===== src/rtl/alu_seq.sv =====
// alu_seq: execute-stage ALU feeding the flag register and writeback.
// Ports: clk, rst (async active-low), start/opcode/op_a/op_b/carry_in in;
//        busy (MUL in flight), alu_output (carry + data), alu_2_data strobe out.
module alu_seq #(
    parameter int DATA_W = 8
) (
    input  logic              clk,
    input  logic              rst,
    input  logic              start,
    input  logic [3:0]        opcode,
    input  logic [DATA_W-1:0] op_a,
    input  logic [DATA_W-1:0] op_b,
    input  logic              carry_in,
    output logic              busy,
    output logic [DATA_W:0]   alu_output,
    output logic              alu_2_data
);

    localparam int RW = DATA_W + 1;
    localparam int PW = 2 * DATA_W;
    localparam int CW = $clog2(DATA_W + 1);

    localparam logic [3:0] OP_ADD  = 4'h0;
    localparam logic [3:0] OP_ADC  = 4'h1;
    localparam logic [3:0] OP_SUB  = 4'h2;
    localparam logic [3:0] OP_SBB  = 4'h3;
    localparam logic [3:0] OP_AND  = 4'h4;
    localparam logic [3:0] OP_OR   = 4'h5;
    localparam logic [3:0] OP_XOR  = 4'h6;
    localparam logic [3:0] OP_NOT  = 4'h7;
    localparam logic [3:0] OP_INC  = 4'h8;
    localparam logic [3:0] OP_DEC  = 4'h9;
    localparam logic [3:0] OP_SHL  = 4'hA;
    localparam logic [3:0] OP_SHR  = 4'hB;
    localparam logic [3:0] OP_RLC  = 4'hC;
    localparam logic [3:0] OP_RRC  = 4'hD;
    localparam logic [3:0] OP_MUL  = 4'hE;
    localparam logic [3:0] OP_PASS = 4'hF;

    typedef enum logic {
        S_IDLE,
        S_MUL
    } state_t;

    state_t            state, state_n;
    logic [CW-1:0]     cnt, cnt_n;
    logic [PW-1:0]     acc, acc_n;
    logic [PW-1:0]     mcand, mcand_n;
    logic [PW-1:0]     acc_sum;
    logic [DATA_W-1:0] mplier, mplier_n;
    logic [RW-1:0]     res;
    logic [RW-1:0]     a9, b9, c9;
    logic [RW-1:0]     out_n;
    logic              strobe_n;
    logic              last_iter;

    assign a9 = {1'b0, op_a};
    assign b9 = {1'b0, op_b};
    assign c9 = {{DATA_W{1'b0}}, carry_in};

    // Single-cycle datapath; 9-bit wrap gives carry/borrow in the top bit.
    always_comb begin
        res = '0;
        unique case (opcode)
            OP_ADD:  res = a9 + b9;
            OP_ADC:  res = a9 + b9 + c9;
            OP_SUB:  res = a9 - b9;
            OP_SBB:  res = a9 - b9 - c9;
            OP_AND:  res = a9 & b9;
            OP_OR:   res = a9 | b9;
            OP_XOR:  res = a9 ^ b9;
            OP_NOT:  res = {1'b0, ~op_a};
            OP_INC:  res = a9 + RW'(1);
            OP_DEC:  res = a9 - RW'(1);
            OP_SHL:  res = {op_a[DATA_W-1], op_a[DATA_W-2:0], 1'b0};
            OP_SHR:  res = {op_a[0], 1'b0, op_a[DATA_W-1:1]};
            OP_RLC:  res = {op_a[DATA_W-1], op_a[DATA_W-2:0], carry_in};
            OP_RRC:  res = {op_a[0], carry_in, op_a[DATA_W-1:1]};
            OP_MUL:  res = '0;
            OP_PASS: res = b9;
            default: res = '0;
        endcase
    end

    assign acc_sum   = acc + (mplier[0] ? mcand : '0);
    assign last_iter = (cnt == CW'(DATA_W - 1));
    assign busy      = (state == S_MUL);

    always_comb begin
        state_n  = state;
        cnt_n    = cnt;
        acc_n    = acc;
        mcand_n  = mcand;
        mplier_n = mplier;
        out_n    = alu_output;
        strobe_n = 1'b0;
        unique case (state)
            S_IDLE: begin
                if (start) begin
                    if (opcode == OP_MUL) begin
                        mcand_n  = {{DATA_W{1'b0}}, op_a};
                        mplier_n = op_b;
                        acc_n    = '0;
                        cnt_n    = '0;
                        state_n  = S_MUL;
                    end else begin
                        out_n    = res;
                        strobe_n = 1'b1;
                    end
                end
            end
            S_MUL: begin
                acc_n    = acc_sum;
                mcand_n  = mcand << 1;
                mplier_n = mplier >> 1;
                cnt_n    = cnt + CW'(1);
                if (last_iter) begin
                    // Any high product bit saturates into the overflow flag.
                    out_n    = {|acc_sum[PW-1:DATA_W], acc_sum[DATA_W-1:0]};
                    strobe_n = 1'b1;
                    cnt_n    = '0;
                    state_n  = S_IDLE;
                end
            end
            default: state_n = S_IDLE;
        endcase
    end

    always_ff @(posedge clk or negedge rst) begin
        if (!rst) begin
            state      <= S_IDLE;
            cnt        <= '0;
            acc        <= '0;
            mcand      <= '0;
            mplier     <= '0;
            alu_output <= '0;
            alu_2_data <= 1'b0;
        end else begin
            state      <= state_n;
            cnt        <= cnt_n;
            acc        <= acc_n;
            mcand      <= mcand_n;
            mplier     <= mplier_n;
            alu_output <= out_n;
            alu_2_data <= strobe_n;
        end
    end

endmodule


===== config.mk =====
export PLATFORM = sky130hd
export DESIGN_NAME = alu_seq
export DESIGN_NICKNAME = d
export VERILOG_FILES = /design/src/rtl/alu_seq.sv
export SDC_FILE = /design/constraint.sdc
export NUM_CORES = 1
export LEC_CHECK = 0
export BUFFER_PORTS_ARGS = -buffer_cell sky130_fd_sc_hd__buf_2
export CORE_ASPECT_RATIO = 0.5
export CORE_UTILIZATION = 58
export CTS_CLUSTER_DIAMETER = 120
export DETAILED_ROUTE_END_ITERATION = 7
export PLACE_DENSITY = 0.77
export SETUP_SLACK_MARGIN = 0.5
export SYNTH_ARGS = -nofsm -noshare
export SYNTH_HDL_FRONTEND = slang
export SYNTH_SLANG_ARGS = --single-unit

===== constraint.sdc =====
create_clock -name clk -period 7 [get_ports clk]
set_clock_uncertainty 0.1 [all_clocks]
set_input_delay 0.35 -clock clk [delete_from_list [all_inputs] [get_ports clk]]
set_output_delay 0.35 -clock clk [all_outputs]
set_load 0.005 [all_outputs]

==> impl_metrics.tcl, run 1 <==
set metrics [dict create \
    relSlewSlack_pct 42.6 \
    cts_max_level 2 \
    synth_ff_type "dfrtp_1" \
    die_w_um 139 \
    fillers 828 \
    r2r_cells 11 \
    final_common_cell "nand2_1" \
    cts_buffer_depth 2 \
    place.gp.congestion 1.04 \
    cap_violations 0 \
    finalHoldViolations 0 \
    dr.pass1.iters 8 \
    syn_to_final_growth_pct 6.59 \
    critPathCaptureType "flip-flop" \
    max_slew.worst_pin.slew_ns 0.855 \
    r2r_end "alu_output[8]" \
    core_area_sq_um 8920 \
    p_per_area_nw_per_um2 252 \
    stdcell_count 844 \
    min_path_type "input pin to asynchronous set/reset pin" \
    grt_max_degree 84 \
    crit_type "input pin to flip-flop" \
    initial_core_util_pct 61.1 \
    async_reset_ff_share_pct 100 \
    cp.required_ns 7.09 \
    synth-seq-cells 55 \
    crit_fanout 32 \
    clk_latency_ns 0.29 \
    vias 5431 \
    syn_area_per_cell_sq_um 7.56 \
    finalMaxSlewViolations 0 \
    post_drt_wl_per_cell_um 19.1 \
    yosysUniqueCellTypes 68 \
    die_area_sq_um 9800 \
    clock_sinks 55 \
    io_pins 35 \
    fin_nets 805 \
    drive_gt1_share_pct 7.43 \
    finalCritPeriodShare_pct 60.3 \
    dp_hpwl_mm 11.9 \
    insertedDiodeCount 0 \
    grt_usage_pct 33.8 \
    grt_pass1_wl_mm 25.9 \
    fmax_mhz 237 \
    place_inst 836 \
    ys_seq_area_share_pct 25.3 \
    final_cell_mix "nand2_1 (105), o21ai_0 (75), a21oi_1 (62)" \
    cts_resized 0 \
    num_rows 24 \
    p_leak_nw 2.70 \
    syn_area_sq_um 5450 \
    cts_tree "yes" \
    finalCriticalPeriod_ns 4.22 \
    antenna_found_initial 0 \
    grt_pass1_vias 4959 \
    synth_nets 799 \
    viasPerCell 6.43 \
    rrSetupSlack_ns 3.22 \
    drtAntennaViolNets 0 \
    whs_ns 0.0679 \
    status "complete, no violations" \
    finalPower_mw 1.46 \
    critPathArrivalTime_ns 4.31 \
    clkTransAtPathRegs_ns 0.06 \
    finalWirelength_mm 16.1 \
    drc 0 \
    finalSetupTns_ns 0 \
    synth_enable_flop_cells 0 \
    fp.dieH_um 70.5 \
    rsz0062_at_grt "false" \
    worstReg2RegStart "mplier[0]" \
    cts-hold-fix-buffers 0 \
    grt-ovfl-total 0 \
    start_kind "input pin" \
    yosysWarnings 0 \
    synthCells 720 \
    first_iter_violations 632 \
    cts-root-buf "clkbuf_16" \
    ir_drop_mv 0.159 \
    port_buffers 34 \
    post_cts_buffers 0 \
    setup_viol_count_final 0 \
    cts_made_buffers 5 \
]
## per-stage QoR
step | utilization, % | setup slack, ns | area (sq um)
2_1_floorplan | - | 3.57 | 5450
3_3_place_gp | 63.3 | 2.82 | 5640
3_5_place_dp | 63.3 | 2.71 | 5640
4_1_cts | 65.1 | 3.00 | 5800
5_1_grt | 65.1 | 2.55 | 5800
6_report | 65.1 | 2.78 | 5800
## cells by family after synthesis
kind of cell	Yosys count	synth area share [%]
xor gates and xnor gates	34	5.72
adders and majority gates	55	13.2
DFF	55	25.3
buffers and inverters	73	5.06
and+or+nand+nor	262	22.4
muxes	5	1.15
AOI/OAI and AO/OA	236	27.2
## registers in the layout (all words and copies together), names as in the netlist
register and cells:
acc 16, mcand 16, alu_output 9, alu_2_data 1, busy 1, cnt 4
mplier 8
## cell type report
class                      count  area (sq um)  share of cell area (%)
timing repair buffer          37           193                    3.32
clock inverter                 1          30.0                   0.517
sequential                    55          1380                    23.7
clock buffer                   7           133                    2.28
inverter                      35           131                    2.26
multi-input combinational    592          3790                    65.4
tap                          117           146                    2.52
## metal layers
layer	vias to the layer above	wire (um)	track usage, %
met1	2528	7390	49.7
met2	284	6920	52.0
met4	0	331	10.2
met3	28	1510	4.18
li1	2591	-	-
met5	-	0	0
## cells in the mapped netlist (7+ instances only)
library cell,number,area share (%)
a21o_1,8,1.1
a21oi_1,62,5.7
a221oi_1,7,1.1
a31oi_1,8,0.92
and2_1,19,2.2
and3_1,8,0.92
clkbuf_1,34,2.3
dfrtp_1,55,25
ha_1,51,12
inv_1,33,2.3
nand2_1,105,7.2
nand3_1,14,1.3
nor2_1,60,4.1
nor2b_1,8,0.92
nor3_1,18,1.7
o211ai_1,7,0.97
o21a_1,9,1.2
o21ai_0,75,6.9
xnor2_1,21,3.4
xor2_1,12,1.9
## critical path: stages
cell and delay (ns):
buf_2 0.45, clkinv_1 0.55, nor2_1 0.71, ha_1 0.40, a21oi_1 0.26, o2111ai_1 0.24
a21o_1 0.22, a21o_1 0.17, mux2i_1 0.11, a221oi_1 0.42, o32ai_1 0.16, a221oi_1 0.25
## power by group
part	total, mW	switching (mW)	leakage (nW)	internal [mW]
Combinational	0.675	0.425	1.89	0.250
Clock	0.278	0.108	0.0781	0.169
Sequential	0.512	0.0782	0.727	0.434
## worst max-delay path by stage
| stage | startpoint | endpoint | slack [ns] | depth (start not counted) |
|---|---|---|---|---|
| after CTS | opcode[0] | alu_output[8] | 3.00 | 12 |
| final | opcode[0] | alu_output[8] | 2.78 | 12 |
| after detailed placement | opcode[0] | alu_output[8] | 2.71 | 12 |
| after global routing | opcode[0] | alu_output[8] | 2.55 | 12 |
| after global placement | opcode[0] | alu_output[8] | 2.82 | 12 |
| after floorplan | opcode[3] | alu_output[8] | 3.57 | 13 |
No activity file was read; power rests on OpenSTA's default activity.
==> run 2: changes to the inputs <==
==> constraint.sdc (replaced) <==
create_clock -name clk -period 4.25 [get_ports clk]
set_clock_uncertainty 0.1 [all_clocks]
set_input_delay 0.2125 -clock clk [delete_from_list [all_inputs] [get_ports clk]]
set_output_delay 0.2125 -clock clk [all_outputs]
set_load 0.005 [all_outputs]
==> impl_metrics.tcl, run 2 (synthesized netlist as in run 1, its figures left out) <==
set metrics [dict create \
    drtAntennaViolNets 0 \
    relSlewSlack_pct 51.8 \
    vias 5453 \
    io_pins 35 \
    cap_violations 0 \
    finalHoldViolations 0 \
    cp_slowest_cell "or4_1" \
    finalSetupTns_ns 0 \
    finalWirelength_mm 16.2 \
    viasPerCell 6.36 \
    post_drt_wl_per_cell_um 19.0 \
    largestRegisters "acc (16), mcand (16), alu_output (9)" \
    cp.required_ns 4.30 \
    met2_usage_pct 55.1 \
    crit_fanout 15 \
    cts_max_level 2 \
    dp_hpwl_mm 12.0 \
    fp.dieH_um 70.5 \
    ir_drop_mv 0.203 \
    initial_core_util_pct 61.1 \
    grt_most_used_layer "met2" \
    status "complete, no violations" \
    clk_latency_ns 0.29 \
    finalMaxSlewViolations 0 \
    cts_buffer_depth 2 \
    final_common_cell "nand2_1" \
    cp_cell_sequence "and2_1, ha_1, a211oi_2, o21ai_0, a221o_1, a221o_1, a21oi_2, xnor2_1, or4_1, nor4_4, a221oi_1" \
    num_rows 24 \
    grt_pass1_vias 5110 \
    finalCriticalPeriod_ns 3.66 \
    place.gp.congestion 1.01 \
    grt_use_met1_pct 47.8 \
    port_buffers 34 \
    rsz0062_at_grt "false" \
    crit_top_cell "a221o_1" \
    antenna_found_initial 0 \
    finalCritPeriodShare_pct 86.0 \
    dr.pass1.iters 7 \
    critPathCaptureType "flip-flop" \
    fin_nets 818 \
    slowest_delay_ns 0.58 \
    gr-usage-met3_pct 7.61 \
    stdcell_count 857 \
    syn_to_final_growth_pct 8.89 \
    cts_made_buffers 5 \
    max_slew.worst_pin.slew_ns 0.724 \
    grt_pass1_wl_mm 26.4 \
    start_kind "flip-flop" \
    final_cell_mix "nand2_1 (105), o21ai_0 (73), a21oi_1 (62)" \
    critPathArrivalTime_ns 3.71 \
    core_area_sq_um 8920 \
    drive_gt1_share_pct 9.46 \
    setup_viol_count_final 0 \
    grt_usage_pct 34.4 \
    clkTransAtPathRegs_ns 0.07 \
    crit_type "flip-flop to flip-flop" \
    fmax_mhz 273 \
    die_w_um 139 \
    insertedDiodeCount 0 \
    die_area_sq_um 9800 \
    cts-root-buf "clkbuf_16" \
    first_iter_violations 522 \
    clock_sinks 55 \
    grt_max_degree 84 \
    drc 0 \
    grt-ovfl-total 0 \
    p_leak_nw 2.77 \
    p_per_area_nw_per_um2 414 \
    place_inst 847 \
    cts_tree "yes" \
    min_path_type "input pin to flip-flop" \
]
run 2: worst max-delay path, delay by kind of cell (launching register included):
| kind | cells | cell delay [ns] |
|---|---|---|
| flops | 1 | 0.50 |
| xor+xnor | 1 | 0.10 |
| compound gates | 6 | 1.45 |
| simple gates | 3 | 1.05 |
| fa+ha+maj | 1 | 0.32 |
run 2: cell type report:
class | count | area (sq um)
inverters | 35 | 131
fillers | 788 | 2990
clock inverters | 3 | 47.5
flip-flops and latches | 55 | 1380
well taps | 117 | 146
repair buffers | 50 | 293
multi-input cells | 592 | 3810
clock buffers | 5 | 125
run 2: per-stage QoR:
step / power [mW] / setup slack [ns] / hold WS, ns / instance area [sq um] / util (%)
3_5_place_dp: 1.94 / 0.396 / 0.285 / 5720 / 64.2
2_1_floorplan: 1.61 / 0.956 / -0.183 / 5450 / -
4_1_cts: 2.44 / 0.524 / 0.282 / 5920 / 66.3
3_3_place_gp: 1.91 / 0.429 / 0.287 / 5720 / 64.2
6_report: 2.46 / 0.593 / 0.294 / 5930 / 66.5
5_1_grt: 2.64 / 0.510 / 0.322 / 5930 / 66.5
run 2: final timing paths:
check / start / endpoint / slack [ns] / depth (start not counted)
min in group asynchronous: rst / acc[11] / 0.46 / 3
worst max register to register: mplier[0] / alu_output[8] / 0.59 / 11
max in group asynchronous: rst / mplier[0] / 3.06 / 3
worst min register to register: alu_output[0] / alu_output[0] / 0.38 / 2
worst max-delay path: mplier[0] / alu_output[8] / 0.59 / 11
worst min-delay path: op_b[7] / mplier[7] / 0.29 / 5
run 2: report_power, final:
group / leakage, nW / internal, mW / switching [mW]
logic: 1.96 / 0.432 / 0.694
clock network: 0.0844 / 0.282 / 0.198
registers: 0.726 / 0.714 / 0.137
total: 2.77 / 1.43 / 1.03
run 2: per-layer routing:
metal / vias up / wire length [um]
li1: 2605 / -
met1: 2577 / 7500
met2: 243 / 7120
met3: 28 / 1430
met4: 0 / 198
met5: - / 0
run 2: timing repair:
action	in CTS	in global routing
hold endpoints to repair	55	0
setup endpoints to repair	1	1
buffers inserted	0	1
hold buffers	1	0
resized for setup	2	3
==> run 3: changes to the inputs <==
--- a/config.mk
+++ b/config.mk
@@ -7,10 +7,10 @@
 export LEC_CHECK = 0
 export BUFFER_PORTS_ARGS = -buffer_cell sky130_fd_sc_hd__buf_2
 export CORE_ASPECT_RATIO = 0.5
-export CORE_UTILIZATION = 58
-export CTS_CLUSTER_DIAMETER = 120
+export CORE_UTILIZATION = 55
+export CTS_CLUSTER_DIAMETER = 100
 export DETAILED_ROUTE_END_ITERATION = 7
-export PLACE_DENSITY = 0.77
+export PLACE_DENSITY = 0.73
 export SETUP_SLACK_MARGIN = 0.5
 export SYNTH_ARGS = -nofsm -noshare
 export SYNTH_HDL_FRONTEND = slang
==> impl_metrics.tcl, run 3 (synthesized netlist as in run 1, its figures left out) <==
set metrics [dict create \
    cts_max_level 2 \
    drc 0 \
    grt_max_degree 84 \
    p_sw_mw 1.01 \
    internal_power_mw 1.44 \
    start_kind "flip-flop" \
    p_per_area_nw_per_um2 413 \
    whs_ns 0.288 \
    viasPerCell 6.21 \
    cap_violations 0 \
    insertedDiodeCount 0 \
    setup_viol_count_final 0 \
    finalCriticalPeriod_ns 3.58 \
    drive_gt1_share_pct 8.84 \
    critPathCaptureType "flip-flop" \
    largestRegisters "acc (16), mcand (16), alu_output (9)" \
    dp_hpwl_mm 11.4 \
    num_rows 25 \
    post_cts_buffers 0 \
    grt_pass1_vias 5021 \
    crit_fanout 17 \
    ir_drop_mv 0.261 \
    core_area_sq_um 9540 \
    min_path_type "input pin to flip-flop" \
    finalMaxSlewViolations 0 \
    placed_cell_area_sq_um 5720 \
    cts_made_buffers 5 \
    max_slew.worst_pin.slew_ns 0.720 \
    final_core_util_pct 62.0 \
    fmax_mhz 279 \
    io_pins 35 \
    finalPower_mw 2.45 \
    final_cell_area_sq_um 5920 \
    pwr-share-comb_pct 45.4 \
    antenna_found_initial 0 \
    relSlewSlack_pct 52.0 \
    final_cell_mix "nand2_1 (105), o21ai_0 (73), a21oi_1 (62)" \
    pre_cts_slack_ns 0.573 \
    rsz0062_at_grt "false" \
    drtAntennaViolNets 0 \
    status "complete, no violations" \
    finalCritPeriodShare_pct 84.2 \
    crit_type "flip-flop to flip-flop" \
    die_w_um 143 \
    grt-ovfl-total 0 \
    rrSetupSlack_ns 0.67 \
    fp.dieH_um 72.4 \
    port_buffers 34 \
    fin_nets 813 \
    finalWirelength_mm 15.6 \
    critPathArrivalTime_ns 3.63 \
    die_area_sq_um 10300 \
    vias 5401 \
    place_inst 861 \
    initial_core_util_pct 57.1 \
    dr.pass1.iters 5 \
    final_common_cell "nand2_1" \
    post_drt_wl_per_cell_um 18.0 \
    cts_buffer_depth 2 \
    p_seq_share_pct 34.7 \
    finalSetupTns_ns 0 \
    place.gp.congestion 1.05 \
    clock_sinks 55 \
    finalHoldViolations 0 \
    p_clk_share_pct 19.9 \
    cts_tree "yes" \
    swShare_pct 41.3 \
    clkTransAtPathRegs_ns 0.07 \
    finalWorstSetupSlack_ns 0.672 \
    syn_to_final_growth_pct 8.71 \
    clk_latency_ns 0.29 \
    p_leak_nw 2.75 \
    first_iter_violations 551 \
    cts-root-buf "clkbuf_16" \
    fillers 863 \
    stdcell_count 870 \
    grt_pass1_wl_mm 25.3 \
    cp.required_ns 4.30 \
    grt_usage_pct 31.2 \
]
## run 3: changes by cell type in the layout (fill, tap and decap cells not counted), sizes merged
| cell | before | now |
|---|---|---|
| buf | 49 | 44 |
| clkbuf | 5 | 6 |
| clkinv | 3 | 2 |
## run 3: critical path, cell delays in order (launching register included)
cell and delay (ns):
dfrtp_2 0.50, and2_1 0.19, ha_1 0.36, o21a_1 0.22
o211a_1 0.20, a221o_1 0.32, a221o_1 0.34, a21oi_2 0.16
xnor2_1 0.09, or4_1 0.58, nor4_4 0.24, a221oi_1 0.14
## run 3: layout make-up
class                      count  area [sq um]  area share [%]
multi-input combinational    592          3810            64.3
tap                          135           169            2.85
timing repair buffer          45           255            4.31
inverter                      35           131            2.22
clock buffer                   6           139            2.35
clock inverter                 2          38.8           0.655
sequential                    55          1380            23.3
## run 3: power groups by stage
| stage | sequential (mW) | clock, mW | combinational, mW |
|---|---|---|---|
| after global routing | 0.870 | 0.518 | 1.24 |
| after CTS | 0.849 | 0.495 | 1.08 |
| final | 0.849 | 0.487 | 1.11 |
| after floorplan | 0.822 | 0 | 0.783 |
| after detailed placement | 0.858 | 0 | 1.07 |
| after global placement | 0.854 | 0 | 1.04 |
## run 3: final timing paths
check | startpoint | end | cells after the start
max | mplier[0] | alu_output[8] | 11
min | op_b[7] | mplier[7] | 5
max reg2reg | mplier[0] | alu_output[8] | 11
min reg2reg | alu_output[0] | alu_output[0] | 2
max in group asynchronous | rst | mplier[0] | 3
min in group asynchronous | rst | acc[13] | 2
## run 3: metal layers
metal  routed length (um)  up-vias  global-route usage, %  share of wire, %
met3                 1250       31                   5.08               8.0
li1                     -     2596                      -                 -
met5                    0        -                      0                 0
met2                 6920      242                   50.8                44
met4                  251        0                   7.41               1.6
met1                 7200     2532                   43.7                46
## run 3: timing repair
item                                    4_1_cts  5_1_grt
resized for setup                             0        5
endpoints found under the setup margin        0        1
hold endpoints to repair                     24        0
hold buffers                                  1        0
